$ cat config.mk
export PLATFORM = sky130hd
export DESIGN_NAME = cla_seq_add_ctrl
export DESIGN_NICKNAME = d
export VERILOG_FILES = /design/src/rtl/cla_seq_add_ctrl.sv
export SDC_FILE = /design/constraint.sdc
export NUM_CORES = 1
export LEC_CHECK = 0
export ABC_AREA = 1
export BUFFER_PORTS_ARGS = -buffer_cell sky130_fd_sc_hd__buf_2
export CAP_MARGIN = 20
export CORE_MARGIN = 2
export CORE_UTILIZATION = 55
export CTS_BUF_LIST = sky130_fd_sc_hd__clkbuf_16
export DETAILED_ROUTE_END_ITERATION = 12
export PLACE_DENSITY_LB_ADDON = 0.3
export SYNTH_ARGS = -nofsm -noshare
export SYNTH_HDL_FRONTEND = slang
export SYNTH_SLANG_ARGS = --single-unit
$ cat constraint.sdc
create_clock -name clk -period 4.2 [get_ports clk]
set_input_delay 0.84 -clock clk [delete_from_list [all_inputs] [get_ports clk]]
set_output_delay 0.84 -clock clk [all_outputs]
set_load 0.01 [all_outputs]
$ cat src/rtl/cla_seq_add_ctrl.sv
// Sequential carry-lookahead adder: one SLICE-bit CLA add per cycle, LSB slice first.
// Optional subtract mode is enabled by defining CLA_SEQ_SUB_EN.
module cla_seq_add_ctrl #(
  parameter int WIDTH = 32,
  parameter int SLICE = 8
) (
  input  logic             clk,
  input  logic             rst,
  input  logic             start,
  input  logic [WIDTH-1:0] a,
  input  logic [WIDTH-1:0] b,
  input  logic             cin,
`ifdef CLA_SEQ_SUB_EN
  input  logic             sub,
`endif
  output logic             ready,
  output logic             busy,
  output logic             done,
  output logic [WIDTH-1:0] sum,
  output logic             cout,
  output logic             ovf
);

  localparam int N  = WIDTH / SLICE;
  localparam int IW = (N > 1) ? $clog2(N) : 1;
  localparam int NG = SLICE / 4;
  localparam logic [IW-1:0] LAST = IW'(N - 1);

  typedef enum logic [1:0] {IDLE, RUN, DONE} state_t;

  state_t           state_q, state_d;
  logic [WIDTH-1:0] a_q, b_q, sum_q, sum_d;
  logic [IW-1:0]    idx_q;
  logic             c_q, cout_q, ovf_q;

  logic [WIDTH-1:0] b_in;
  logic             c_in;

  logic [SLICE-1:0] sa, sb, sp, sg, sc, ss;
  logic [NG-1:0]    gp, gg;
  logic [NG:0]      gc;
  logic             cy, tm;

  // Carries into bits 0..3 of one group, two-level AND-OR, no ripple.
  function automatic logic [3:0] cla4(
    input logic [3:0] g,
    input logic [3:0] p,
    input logic       ci
  );
    logic [3:0] c;
    c[0] = ci;
    c[1] = g[0] | (p[0] & ci);
    c[2] = g[1] | (p[1] & g[0]) | (&p[1:0] & ci);
    c[3] = g[2] | (p[2] & g[1]) | (&p[2:1] & g[0])
         | (&p[2:0] & ci);
    return c;
  endfunction

  // Operand conditioning at latch time (subtract inverts b, forces carry).
  always_comb begin
    b_in = b;
    c_in = cin;
`ifdef CLA_SEQ_SUB_EN
    if (sub) begin
      b_in = ~b;
      c_in = 1'b1;
    end
`endif
  end

  // Slice select, group P/G, second-level lookahead and slice sum.
  always_comb begin
    sa    = '0;
    sb    = '0;
    sum_d = sum_q;
    gp    = '0;
    gg    = '0;
    gc    = '0;
    sc    = '0;
    cy    = 1'b0;
    tm    = 1'b0;
    for (int i = 0; i < N; i++) begin
      if (idx_q == IW'(i)) begin
        sa = a_q[i*SLICE +: SLICE];
        sb = b_q[i*SLICE +: SLICE];
      end
    end
    sp = sa ^ sb;
    sg = sa & sb;
    for (int k = 0; k < NG; k++) begin
      gp[k] = &sp[4*k +: 4];
      gg[k] = sg[4*k+3]
            | (sp[4*k+3] & sg[4*k+2])
            | (&sp[4*k+2 +: 2] & sg[4*k+1])
            | (&sp[4*k+1 +: 3] & sg[4*k]);
    end
    for (int k = 0; k <= NG; k++) begin
      cy = c_q;
      for (int j = 0; j < k; j++) cy = cy & gp[j];
      for (int j = 0; j < k; j++) begin
        tm = gg[j];
        for (int m = j + 1; m < k; m++) tm = tm & gp[m];
        cy = cy | tm;
      end
      gc[k] = cy;
    end
    for (int k = 0; k < NG; k++) begin
      sc[4*k +: 4] = cla4(sg[4*k +: 4], sp[4*k +: 4], gc[k]);
    end
    ss = sp ^ sc;
    for (int i = 0; i < N; i++) begin
      if (idx_q == IW'(i)) sum_d[i*SLICE +: SLICE] = ss;
    end
  end

  // Next-state logic for the IDLE/RUN/DONE controller.
  always_comb begin
    state_d = state_q;
    unique case (state_q)
      IDLE:    if (start) state_d = RUN;
      RUN:     if (idx_q == LAST) state_d = DONE;
      DONE:    state_d = IDLE;
      default: state_d = IDLE;
    endcase
  end

  // State, operand latches, slice counter, carry chain and result registers.
  always_ff @(posedge clk) begin
    if (rst) begin
      state_q <= IDLE;
      a_q     <= '0;
      b_q     <= '0;
      c_q     <= 1'b0;
      idx_q   <= '0;
      sum_q   <= '0;
      cout_q  <= 1'b0;
      ovf_q   <= 1'b0;
    end else begin
      state_q <= state_d;
      if (state_q == IDLE && start) begin
        a_q   <= a;
        b_q   <= b_in;
        c_q   <= c_in;
        idx_q <= '0;
      end
      if (state_q == RUN) begin
        sum_q <= sum_d;
        c_q   <= gc[NG];
        if (idx_q == LAST) begin
          cout_q <= gc[NG];
          ovf_q  <= sc[SLICE-1] ^ gc[NG];
        end else begin
          idx_q <= idx_q + 1'b1;
        end
      end
    end
  end

  assign ready = (state_q == IDLE);
  assign busy  = (state_q == RUN);
  assign done  = (state_q == DONE);
  assign sum   = sum_q;
  assign cout  = cout_q;
  assign ovf   = ovf_q;

endmodule

==> flow_summary.ini, run 1 <==
[clocking]
clock_latency_ps = 340
cts_resized = 0
post-cts-setup-buffer-count = 0
cts_made_buffers = 9
clock_tree.root_cell = clkbuf_16
ctsHoldBuffers = 0
clkSlewWorstSetupHoldPaths_ps = 70
cts_max_path_buffers = 2
clock_sinks = 103
ctsHtreeMaxLevel = 3
cts_tree = yes

[logic_synthesis]
postSynthCellCount = 628
synth_cell_types = 32
synth-seq-cells = 103
syn_nets = 710
yosysWarnings = 0
seq_area_frac_synth = 0.442
netlist_area_um2 = 4660
synth.avg_cell_area_um2 = 7.43

[grt]
track_usage = 0.264
grt_pass1_vias = 4080
grt_antenna_before_repair = 0
grt_max_degree = 68
grt_remaining_overflow = 0
grt_pass1_wl_um = 18900

[floorplan]
ioPinCount = 105
start_util = 0.568
fp.dieH_um = 96.1
die_w_um = 96.1
die-area_um2 = 9230
placementRows = 33
core_um2 = 8220

[detailed_routing]
routed_via_density = 5.40
drtAntennaViolNets = 0
wl_um = 11700
wl_per_cell_um = 14.3
num_vias = 4410
drtPass1Iterations = 5
initialDrtViolationCount = 236
drc = 0

[layout]
diodes = 0
final_util = 0.662
drive_gt1_frac = 0.201
multi_input_area_um2 = 2190
final_cells = 817
nets = 791
seqCellArea_um2 = 2060
fillers = 721
area_delta_synth_final_pct = 16.6

[sta]
drv_slew = 0
period_needed_ps = 3510
grt_setup_unrepaired = no
hold_viol = 0
holdWs_ps = 496
timing.fmax_mhz = 285
finalCritPeriodShare = 0.836
worst_pin_slew_ps = 802
slew_headroom = 0.465
tns_ps = 0
setup_viol = 0
worst_clock_skew_ps = 9.29

[critical_path]
crit_chain = inv_1 > ha_1 > inv_1 > nand3_1 > nand2_1 > a22oi_1 > inv_1 > ha_1 > nand2_1 > nand2_1 > nand3_2 > nand2_2 > inv_1 > fa_1 > xor2_1 > a21oi_1
crit_family = adder cells
crit_top_cell = inv_1
cp_slowest_cell = inv_1
worstPathRequired_ps = 4410
setup.worst_path.start_class = register
endpoint_kind = register
worstSetupPathType = register to register
cp.arrival_ps = 3720
cpPeakStageDelay_ps = 410
cp_max_fo = 22
crit_buf_inv = 4

[placement]
port-buffer-count = 104
place_inst = 802
hpwl_um = 8310
gp_congestion = 0.928

[run]
maxCapViolCount = 0

[hold_path]
min_path_type = register to register

[power]
p_leak_nw = 2.63
vdd_drop_max_mv = 0.229
powerDensity_nw_per_um2 = 446

[outcome]
status = finished, final reports clean
## layout by cell type (no fill, tap or decap), drive strengths merged
master | Yosys | layout
nor2 | 154 | 154
buf | 24 | 109
dfxtp | 103 | 103
o21ai | 91 | 91
a21oi | 58 | 58
nand2 | 56 | 56
inv | 48 | 49
nand3 | 31 | 31
o211ai | 12 | 12
ha | 12 | 12
o21a | 11 | 11
clkbuf | 15 | 9
o31ai | 2 | 2
a22oi | 2 | 2
nand4 | 2 | 2
fa | 2 | 2
bufinv | 0 | 2
xor2 | 1 | 1
o21bai | 1 | 1
a31oi | 1 | 1
nor3 | 1 | 1
xnor2 | 1 | 1
clkinv | 0 | 1
clkinvlp | 0 | 1
## flip-flops by register name, indices dropped and copies added (netlist names)
register / flops
a_q: 32
b_q: 32
c_q: 1
cout: 1
idx_q: 2
ovf: 1
state_q: 2
sum: 32
## cell usage after synthesis, drive strengths merged
cell / count / share of area
nand4: 2 / 0.0027
fa: 2 / 0.0086
ha: 12 / 0.032
a21oi: 58 / 0.064
clkbuf: 15 / 0.012
inv: 48 / 0.039
xnor2: 1 / 0.0019
o21ai: 91 / 0.098
xor2: 1 / 0.0019
nor2: 154 / 0.13
nor3: 1 / 0.0021
dfxtp: 103 / 0.44
nand2: 56 / 0.050
nand3: 31 / 0.035
o21bai: 1 / 0.0016
a31oi: 1 / 0.0013
o211ai: 12 / 0.019
a22oi: 2 / 0.0032
o21a: 11 / 0.018
buf: 24 / 0.037
o31ai: 2 / 0.0032
## cell type report
class	instances	share of cell area
clock buffer	9	0.0414
clock inverter	5	0.0140
inverter	48	0.0331
multi-input combinational	438	0.403
sequential	103	0.379
tap	105	0.0242
timing repair buffer	109	0.105
## power by group
part / internal (mW) / switching [mW]
clock: 0.512 / 0.350
sequential: 1.05 / 0.0461
combinational: 0.168 / 0.300
total: 1.73 / 0.697
## cell families (layout without fill, tap and decap cells)
logic type               after synthesis  count (layout)  share of synthesized area
AND/OR/NAND/NOR                      244             244                      0.218
flip-flops                           103             103                      0.442
buffers and inverters                 87             171                     0.0877
adder cells (fa/ha/maj)               14              14                     0.0408
XOR/XNOR                               2               2                    0.00376
AO/OA/AOI/OAI                        178             178                      0.208
## worst min-delay path: stages, from the launching register on
cell and delay [ps]:
dfxtp_1 310, nor2_1 90, nor2_1 50
## layer usage
metal  track usage  up-vias  part of all wire
met5             0        -                 0
met4         0.101        0             0.020
met3        0.0384       22             0.057
met2         0.440      144              0.49
met1         0.345     2022              0.44
li1              -     2222                 -
## path summary, 6_finish.rpt
kind,from,to,slack [ps],cells after the start
worst max-delay path,idx_q[1],sum[13],690,16
worst min-delay path,b_q[4],b_q[4],500,2
worst max register to register,idx_q[1],sum[13],690,16
worst min register to register,b_q[4],b_q[4],500,2
## metrics by stage
stage	setup WS (ps)	power (mW)	instance area [µm²]
after floorplan	1420	1.44	4660
after global placement	1020	1.55	5120
after detailed placement	773	1.57	5120
after CTS	740	2.42	5420
after global routing	352	2.53	5440
final	687	2.42	5440
Note: power is estimated with default switching activity, not from simulation.
==> inputs of run 2 (changes only) <==
--- a/config.mk
+++ b/config.mk
@@ -9,7 +9,7 @@
 export BUFFER_PORTS_ARGS = -buffer_cell sky130_fd_sc_hd__buf_2
 export CAP_MARGIN = 20
 export CORE_MARGIN = 2
-export CORE_UTILIZATION = 55
+export CORE_UTILIZATION = 49
 export CTS_BUF_LIST = sky130_fd_sc_hd__clkbuf_16
 export DETAILED_ROUTE_END_ITERATION = 12
 export PLACE_DENSITY_LB_ADDON = 0.3
==> constraint.sdc (replaced) <==
create_clock -name clk -period 2.8 [get_ports clk]
set_input_delay 0.56 -clock clk [delete_from_list [all_inputs] [get_ports clk]]
set_output_delay 0.56 -clock clk [all_outputs]
set_load 0.01 [all_outputs]
==> flow_summary.ini, run 2 (same netlist as run 1, synthesis figures left out) <==
[sta]
hold_viol = 0
worst_clock_skew_ps = 7.23
tns_ps = 0
slew_headroom = 0.604
setup_viol = 0
finalCritPeriodShare = 0.977
period_needed_ps = 2740
worst_pin_slew_ps = 594
drv_slew = 0
timing.fmax_mhz = 366

[layout]
layout_commonest_cell = nor2_1
multi_input_area_um2 = 2360
seqCellArea_um2 = 2070
final_cells = 867
drive_gt1_frac = 0.274
final_util = 0.635
diodes = 0
area_delta_synth_final_pct = 25.7
fillers = 799
layout_common_cells = nor2_1, buf_2, dfxtp_1, o21ai_0, a21oi_1
stdcell_area_um2 = 5860
nets = 816

[critical_path]
endpoint_kind = register
cp_max_fo = 8
reg2reg_depth = 14
worstSetupPathType = register to register
cp.arrival_ps = 2950
setup.worst_path.start_class = register
crit_top_cell = inv_2
crit_chain = inv_2 > ha_4 > clkinvlp_4 > o21ai_0 > a21oi_1 > ha_1 > nand2_1 > inv_2 > nand3_2 > nand2_2 > inv_2 > fa_2 > xor2_4 > a21oi_1
worstPathRequired_ps = 3020
cp_slowest_cell = fa_2
cpPeakStageDelay_ps = 430

[clocking]
ctsHoldBuffers = 0
clock_tree.root_cell = clkbuf_16
clock_latency_ps = 340
clock_sinks = 103
cts_max_path_buffers = 2
ctsHtreeMaxLevel = 3
cts_tree = yes
cts_made_buffers = 9
clkSlewWorstSetupHoldPaths_ps = 70

[placement]
place_area_um2 = 5310
gp_congestion = 0.864
hpwl_um = 8850
port-buffer-count = 104
place_inst = 844

[outcome]
status = finished, final reports clean

[floorplan]
die_w_um = 102
start_util = 0.505
core_um2 = 9240
ioPinCount = 105
placementRows = 35
fp.dieH_um = 102
die-area_um2 = 10300

[detailed_routing]
drc = 0
num_vias = 4554
initialDrtViolationCount = 262
wl_per_cell_um = 14.4
drtAntennaViolNets = 0
routed_via_density = 5.25
wl_um = 12500
drtPass1Iterations = 5

[grt]
grt_pass1_vias = 4235
grt_pass1_wl_um = 19500
grt_max_degree = 68
track_usage = 0.241
grt_antenna_before_repair = 0
grt_remaining_overflow = 0

[power]
power_mw = 3.77
p_leak_nw = 2.78
vdd_drop_max_mv = 0.332
powerDensity_nw_per_um2 = 644

[run]
maxCapViolCount = 0

[hold_path]
min_path_type = input port to register
holdPathStages = 2
-- run 2: final timing paths --
| path | slack (ps) | end | start |
|---|---|---|---|
| worst max-delay path | 60 | sum[13] | idx_q[0] |
| worst min-delay path | 440 | idx_q[1] | rst |
| worst max register to register | 60 | sum[13] | idx_q[0] |
| worst min register to register | 490 | b_q[18] | b_q[18] |
-- run 2: power by group --
part           switching, mW  internal (mW)
sequential            0.0722           1.57
combinational          0.501          0.332
clock                  0.523          0.776
total                   1.10           2.68
-- run 2: routing by layer --
layer | global-route usage | wire length (µm)
met1 | 0.302 | 5410
met2 | 0.409 | 6180
met3 | 0.0428 | 667
met4 | 0.0988 | 269
met5 | 0 | 0
-- run 2: cell type report --
cell class	instances	area share
clock buffer	9	0.0384
clock inverter	6	0.0145
tap	129	0.0275
timing repair buffer	134	0.133
inverter	48	0.0318
sequential	103	0.352
multi-input combinational	438	0.402
-- run 2: critical path: cells and delay by family, from the launching register on --
family,cells,cell delay (ps)
AOI/OAI and AO/OA,3,440
xor gates and xnor gates,1,250
adders and majority gates,3,940
buffers and inverters,4,390
DFF,1,360
and+or+nand+nor,3,220
-- run 2: stage by stage --
step           setup slack [ps]  hold slack, ps
2_1_floorplan              24.1             430
3_3_place_gp                126             473
3_5_place_dp              0.104             478
4_1_cts                    16.1             444
5_1_grt                   -61.6             451
6_report                   64.6             445
-- run 2: repair_timing --
item,CTS,global route
cloned,0,2
endpoints found under the setup margin,4,18
buffers inserted,0,6
gates resized for setup,1,49
pin swaps,0,12
